## src/rtl/multicycle_control.sv

```systemverilog
// Moore control FSM for the multi-cycle MIPS datapath (R-type, lw, sw, beq, addi, j).
// Latency: lw 5, sw/R-type/addi 4, beq/j 3, unsupported opcode 2 cycles, plus one per memory wait cycle.
// Backpressure: mem_ready=0 holds FETCH, MEMRD or MEMWR with the memory strobes and IorD held stable.
// Optional: define MCTRL_ILLEGAL_TRAP_EN to trap unsupported opcodes in HALT and expose illegal_op.
module multicycle_control #(
  parameter int OPCODE_W = 6,
  parameter int STATE_W  = 4
) (
  input  logic                clk,
  input  logic                reset,
  input  logic [OPCODE_W-1:0] opcode,
  input  logic                mem_ready,
  output logic                PCWrite,
  output logic                PCWriteCond,
  output logic                IorD,
  output logic                MemRead,
  output logic                MemWrite,
  output logic                IRWrite,
  output logic                MemtoReg,
  output logic                RegDst,
  output logic                RegWrite,
  output logic                ALUSrcA,
  output logic [1:0]          ALUSrcB,
  output logic [1:0]          ALUOp,
  output logic [1:0]          PCSrc,
  output logic                instr_done,
`ifdef MCTRL_ILLEGAL_TRAP_EN
  output logic                illegal_op,
`endif
  output logic [STATE_W-1:0]  state
);

  typedef enum logic [STATE_W-1:0] {
    FETCH   = 4'd0,
    DECODE  = 4'd1,
    MEMADR  = 4'd2,
    MEMRD   = 4'd3,
    MEMWB   = 4'd4,
    MEMWR   = 4'd5,
    EXECUTE = 4'd6,
    ALUWB   = 4'd7,
    BRANCH  = 4'd8,
    ADDIEX  = 4'd9,
    ADDIWB  = 4'd10,
    JUMP    = 4'd11
`ifdef MCTRL_ILLEGAL_TRAP_EN
    ,HALT   = 4'd12
`endif
  } state_t;

  localparam logic [OPCODE_W-1:0] OP_RTYPE = 6'b000000;
  localparam logic [OPCODE_W-1:0] OP_LW    = 6'b100011;
  localparam logic [OPCODE_W-1:0] OP_SW    = 6'b101011;
  localparam logic [OPCODE_W-1:0] OP_BEQ   = 6'b000100;
  localparam logic [OPCODE_W-1:0] OP_ADDI  = 6'b001000;
  localparam logic [OPCODE_W-1:0] OP_J     = 6'b000010;

  state_t state_q;
  state_t state_d;

  // Raw per-state values of the outputs that reset must suppress.
  logic pc_write_raw;
  logic pc_write_cond_raw;
  logic ir_write_raw;
  logic mem_write_raw;
  logic reg_write_raw;
  logic instr_done_raw;

  // State register: reset always returns to FETCH.
  always_ff @(posedge clk) begin
    if (reset) begin
      state_q <= FETCH;
    end else begin
      state_q <= state_d;
    end
  end

  // Next-state and per-state output decode; anything not set here stays 0.
  always_comb begin
    state_d           = state_q;
    pc_write_raw      = 1'b0;
    pc_write_cond_raw = 1'b0;
    ir_write_raw      = 1'b0;
    mem_write_raw     = 1'b0;
    reg_write_raw     = 1'b0;
    instr_done_raw    = 1'b0;
    IorD              = 1'b0;
    MemRead           = 1'b0;
    MemtoReg          = 1'b0;
    RegDst            = 1'b0;
    ALUSrcA           = 1'b0;
    ALUSrcB           = 2'b00;
    ALUOp             = 2'b00;
    PCSrc             = 2'b00;

    case (state_q)
      FETCH: begin
        MemRead      = 1'b1;
        ALUSrcB      = 2'b01;
        ir_write_raw = mem_ready;
        pc_write_raw = mem_ready;
        if (mem_ready) state_d = DECODE;
      end
      DECODE: begin
        // Speculative branch target computation while the opcode resolves.
        ALUSrcB = 2'b11;
        case (opcode)
          OP_LW, OP_SW: state_d = MEMADR;
          OP_RTYPE:     state_d = EXECUTE;
          OP_BEQ:       state_d = BRANCH;
          OP_ADDI:      state_d = ADDIEX;
          OP_J:         state_d = JUMP;
          default: begin
`ifdef MCTRL_ILLEGAL_TRAP_EN
            state_d = HALT;
`else
            state_d        = FETCH;
            instr_done_raw = 1'b1;
`endif
          end
        endcase
      end
      MEMADR: begin
        ALUSrcA = 1'b1;
        ALUSrcB = 2'b10;
        // IR is held, so this second look at opcode matches DECODE's.
        if (opcode == OP_LW) begin
          state_d = MEMRD;
        end else if (opcode == OP_SW) begin
          state_d = MEMWR;
        end else begin
          state_d = FETCH;
        end
      end
      MEMRD: begin
        MemRead = 1'b1;
        IorD    = 1'b1;
        if (mem_ready) state_d = MEMWB;
      end
      MEMWB: begin
        MemtoReg       = 1'b1;
        reg_write_raw  = 1'b1;
        instr_done_raw = 1'b1;
        state_d        = FETCH;
      end
      MEMWR: begin
        mem_write_raw  = 1'b1;
        IorD           = 1'b1;
        instr_done_raw = mem_ready;
        if (mem_ready) state_d = FETCH;
      end
      EXECUTE: begin
        ALUSrcA = 1'b1;
        ALUOp   = 2'b10;
        state_d = ALUWB;
      end
      ALUWB: begin
        RegDst         = 1'b1;
        reg_write_raw  = 1'b1;
        instr_done_raw = 1'b1;
        state_d        = FETCH;
      end
      BRANCH: begin
        ALUSrcA           = 1'b1;
        ALUOp             = 2'b01;
        PCSrc             = 2'b01;
        pc_write_cond_raw = 1'b1;
        instr_done_raw    = 1'b1;
        state_d           = FETCH;
      end
      ADDIEX: begin
        ALUSrcA = 1'b1;
        ALUSrcB = 2'b10;
        state_d = ADDIWB;
      end
      ADDIWB: begin
        reg_write_raw  = 1'b1;
        instr_done_raw = 1'b1;
        state_d        = FETCH;
      end
      JUMP: begin
        PCSrc          = 2'b10;
        pc_write_raw   = 1'b1;
        instr_done_raw = 1'b1;
        state_d        = FETCH;
      end
`ifdef MCTRL_ILLEGAL_TRAP_EN
      HALT: begin
        // Parked until reset; the datapath stays idle.
        state_d = HALT;
      end
`endif
      default: begin
        state_d = FETCH;
      end
    endcase
  end

  // Reset blanks every state-changing strobe, even mid memory wait.
  assign PCWrite     = pc_write_raw      & ~reset;
  assign PCWriteCond = pc_write_cond_raw & ~reset;
  assign IRWrite     = ir_write_raw      & ~reset;
  assign MemWrite    = mem_write_raw     & ~reset;
  assign RegWrite    = reg_write_raw     & ~reset;
  assign instr_done  = instr_done_raw    & ~reset;
`ifdef MCTRL_ILLEGAL_TRAP_EN
  assign illegal_op  = (state_q == HALT) & ~reset;
`endif
  assign state       = state_q;

endmodule

```

## config.mk

```make
export PLATFORM = sky130hd
export DESIGN_NAME = multicycle_control
export DESIGN_NICKNAME = d
export VERILOG_FILES = /design/src/rtl/multicycle_control.sv
export SDC_FILE = /design/constraint.sdc
export NUM_CORES = 1
export LEC_CHECK = 0
export ABC_AREA = 1
export CORE_MARGIN = 2
export CORE_UTILIZATION = 37
export DETAILED_ROUTE_END_ITERATION = 12
export PLACE_DENSITY = 0.89
export SYNTH_ARGS = -nofsm -noshare
export SYNTH_HDL_FRONTEND = slang
export SYNTH_SLANG_ARGS = --single-unit
```

## constraint.sdc

```tcl
create_clock -name clk -period 1.9 [get_ports clk]
set_clock_uncertainty 0.2 [all_clocks]
set_input_delay 0.285 -clock clk [delete_from_list [all_inputs] [get_ports clk]]
set_output_delay 0.285 -clock clk [all_outputs]
set_load 0.03 [all_outputs]
```

==> results of run 1 <==
per-stage QoR:
stage	total power, mW	instances	utilization, %
finish	0.382	168	80.5
CTS	0.363	166	72.6
global route	0.403	168	80.5
detailed placement	0.259	163	69.4
global placement	0.254	163	69.4
floorplan	0.187	107	-
layout by cell type (no fill, tap or decap), types with 2 or more instances in the layout:
cell	netlist	layout
dlymetal6s2s_1	0	5
o21ai_0	4	3
nand2_1	21	18
clkbuf_4	0	3
nor2_2	4	7
inv_2	4	8
nor2_1	26	17
dlygate4sd2_1	0	3
nand3_1	12	9
nand2_2	3	5
inv_1	13	9
nand3_2	1	4
buf_4	0	27
clkdlybuf4s50_1	0	6
nor2_4	2	8
a21oi_2	0	2
a21oi_1	4	2
buf_6	0	3
dfxtp_4	0	4
nand4_1	3	3
inv_4	1	2
critical path: cells and delay by family (launching register included):
kind / cells / cell delay (ns)
simple gates: 2 / 0.16
flops: 1 / 0.35
buf+inv: 3 / 0.42
compound gates: 2 / 0.29
routing by layer:
| metal | track usage [%] | up-vias | routed length, um |
|---|---|---|---|
| met5 | 0 | - | 0 |
| met4 | 10.0 | 0 | 74 |
| met3 | 3.88 | 9 | 157 |
| met2 | 42.5 | 65 | 1180 |
| met1 | 25.1 | 396 | 875 |
| li1 | - | 430 | - |
kinds of logic (layout without fill, tap and decap cells):
family,count (synthesis),in the layout,share of synthesized area (%)
simple gates,74,74,63.1
flops,4,4,14.6
buf+inv,20,66,14.1
compound gates,9,9,8.20
how the worst min path moves through the flow:
stage	startpoint	endpoint	depth (start not counted)
2_1_floorplan	mem_ready	state[0]$_SDFFE_PP0P_	3
3_3_place_gp	state[0]$_SDFFE_PP0P_	state[0]$_SDFFE_PP0P_	2
3_5_place_dp	state[0]$_SDFFE_PP0P_	state[0]$_SDFFE_PP0P_	2
4_1_cts	state[0]$_SDFFE_PP0P_	state[0]$_SDFFE_PP0P_	2
5_1_grt	state[0]$_SDFFE_PP0P_	state[0]$_SDFFE_PP0P_	2
6_report	state[0]$_SDFFE_PP0P_	state[0]$_SDFFE_PP0P_	2
repair_timing:
action,4_1_cts,5_1_grt
resized for setup,11,32
buffers inserted,0,2
pin swaps,1,3
endpoints found under the hold margin,0,0
setup endpoints to repair,9,9
power breakdown:
group,switching (mW),internal (mW)
Sequential,0.00706,0.0845
Combinational,0.114,0.0797
Clock,0.0266,0.0701
layout make-up:
cell class	instances	area (um2)
Multi-Input combinational cell	83	489
Timing Repair Buffer	44	385
Fill cell	77	263
Sequential cell	4	95.1
Inverter	19	76.3
Clock buffer	3	22.5
Tap cell	15	18.8
==> metrics.cfg, run 1 <==
[sta]
finalHoldViolations=0
slew_headroom_pct=78.3
final.setup.worst_slack_ns=-0.0274
fin_crit_sh_pct=101
max_freq_ghz=0.519
finalSetupViolations=1
worst_slew_pin_slew_ns=0.324
min_period_ns=1.93
drv_slew=0
rsz0062_at_grt=yes
setup_tns_ns=-0.0274
holdWs_ns=0.361

[die]
initial_core_util_pct=40.7
die_h_um=42.5
die_area_mm2=0.00181
die_x_um=42.5
rows=13
core_area_mm2=0.00135
io-pin-count=30

[route]
vias_per_cell=5.36
vias=900
first_pass_iters=4
wirelength_um=2290
drc=0
drtIter0Drc=44
postRouteAntennaNets=0
wl_per_cell_um=13.6

[place]
placedInstanceArea_um2=937
port_buffers=29
preCtsSetupSlack_ns=-0.159
place_congestion=0.866
post-dp-hpwl_um=1560

[critical_path]
endpoint_kind=output pin
rr_worst_depth=9
crit_path_max_incr_delay_ns=0.35
worstSetupStartpoint=state[3]$_SDFFE_PP0P_
criticalPathCategory=reg2out
r2r_slack_ns=0.38
crit_top_cell=a21oi_2
worstPathRequired_ns=1.41
endpoint=instr_done
r2r-end=state[0]$_SDFFE_PP0P_
path_cells=inv_2, nand2_2, buf_4, a21oi_2, nor3_1, a21oi_2, buf_6
r2r_start=state[3]$_SDFFE_PP0P_
start_kind=register
cp_slowest_cell=dfxtp_4
path_max_fanout=4
worstPathArrival_ns=1.44

[final_layout]
drive_gt1_share_pct=49.7
diodes=0
nets=164
final_area_mm2=0.00109
largest_reg_flops=4
syn_to_final_growth_pct=97.9

[cts]
cts_max_path_buffers=2
cts_root_buffer=clkbuf_4
cts.sinks=4
cts_tree=done
cts_buffers=3
holdBufCountCts=0
insertion_delay_ns=0.22
clk_pin_slew_ns=0.03
cts_max_level=1

[synth]
yosysWarnings=0
ys_seq_area_share_pct=14.6
synth_most_common_cell=nor2_1
syn_avg_cell_area_um2=5.13
yosysTopAreaCell=nor2_1
ys_top_cells_by_area=nor2_1 18%, dfxtp_1 15%, nand2_1 14%
synth_nets=116
syn_area_um2=549
synth_common_cells=26 x nor2_1, 21 x nand2_1, 13 x inv_1
netlist.area_leader.share_pct=17.8
syn_inst=107
synthArstFlopShare_pct=0
synth-edff-count=0
synth-seq-cells=4
synth_flop_cell=dfxtp_1
synth_cell_type_count=19

[job]
drv_cap=0

[global_routing]
grt_usage_pct=23.0
grt_pass1_vias=832
grt_pass1_wl_um=3260
gr-total-overflow=0
grt_max_degree=7
antenna_found_initial=0

[pwr]
p_leak_nw=0.571
ir_drop_v=0.000434
powerDensity_mw_per_mm2=352

[min_path]
min_path_type=reg2reg

[status]
status=finished, violations left
violations=setup timing

No activity file was read; power rests on OpenSTA's default activity.
==> inputs of run 2 (changes only) <==
Settings changed: CTS_CLUSTER_SIZE set to 10.
==> results of run 2 <==
The final DEF is identical to that of run 1; final timing and power are the same.
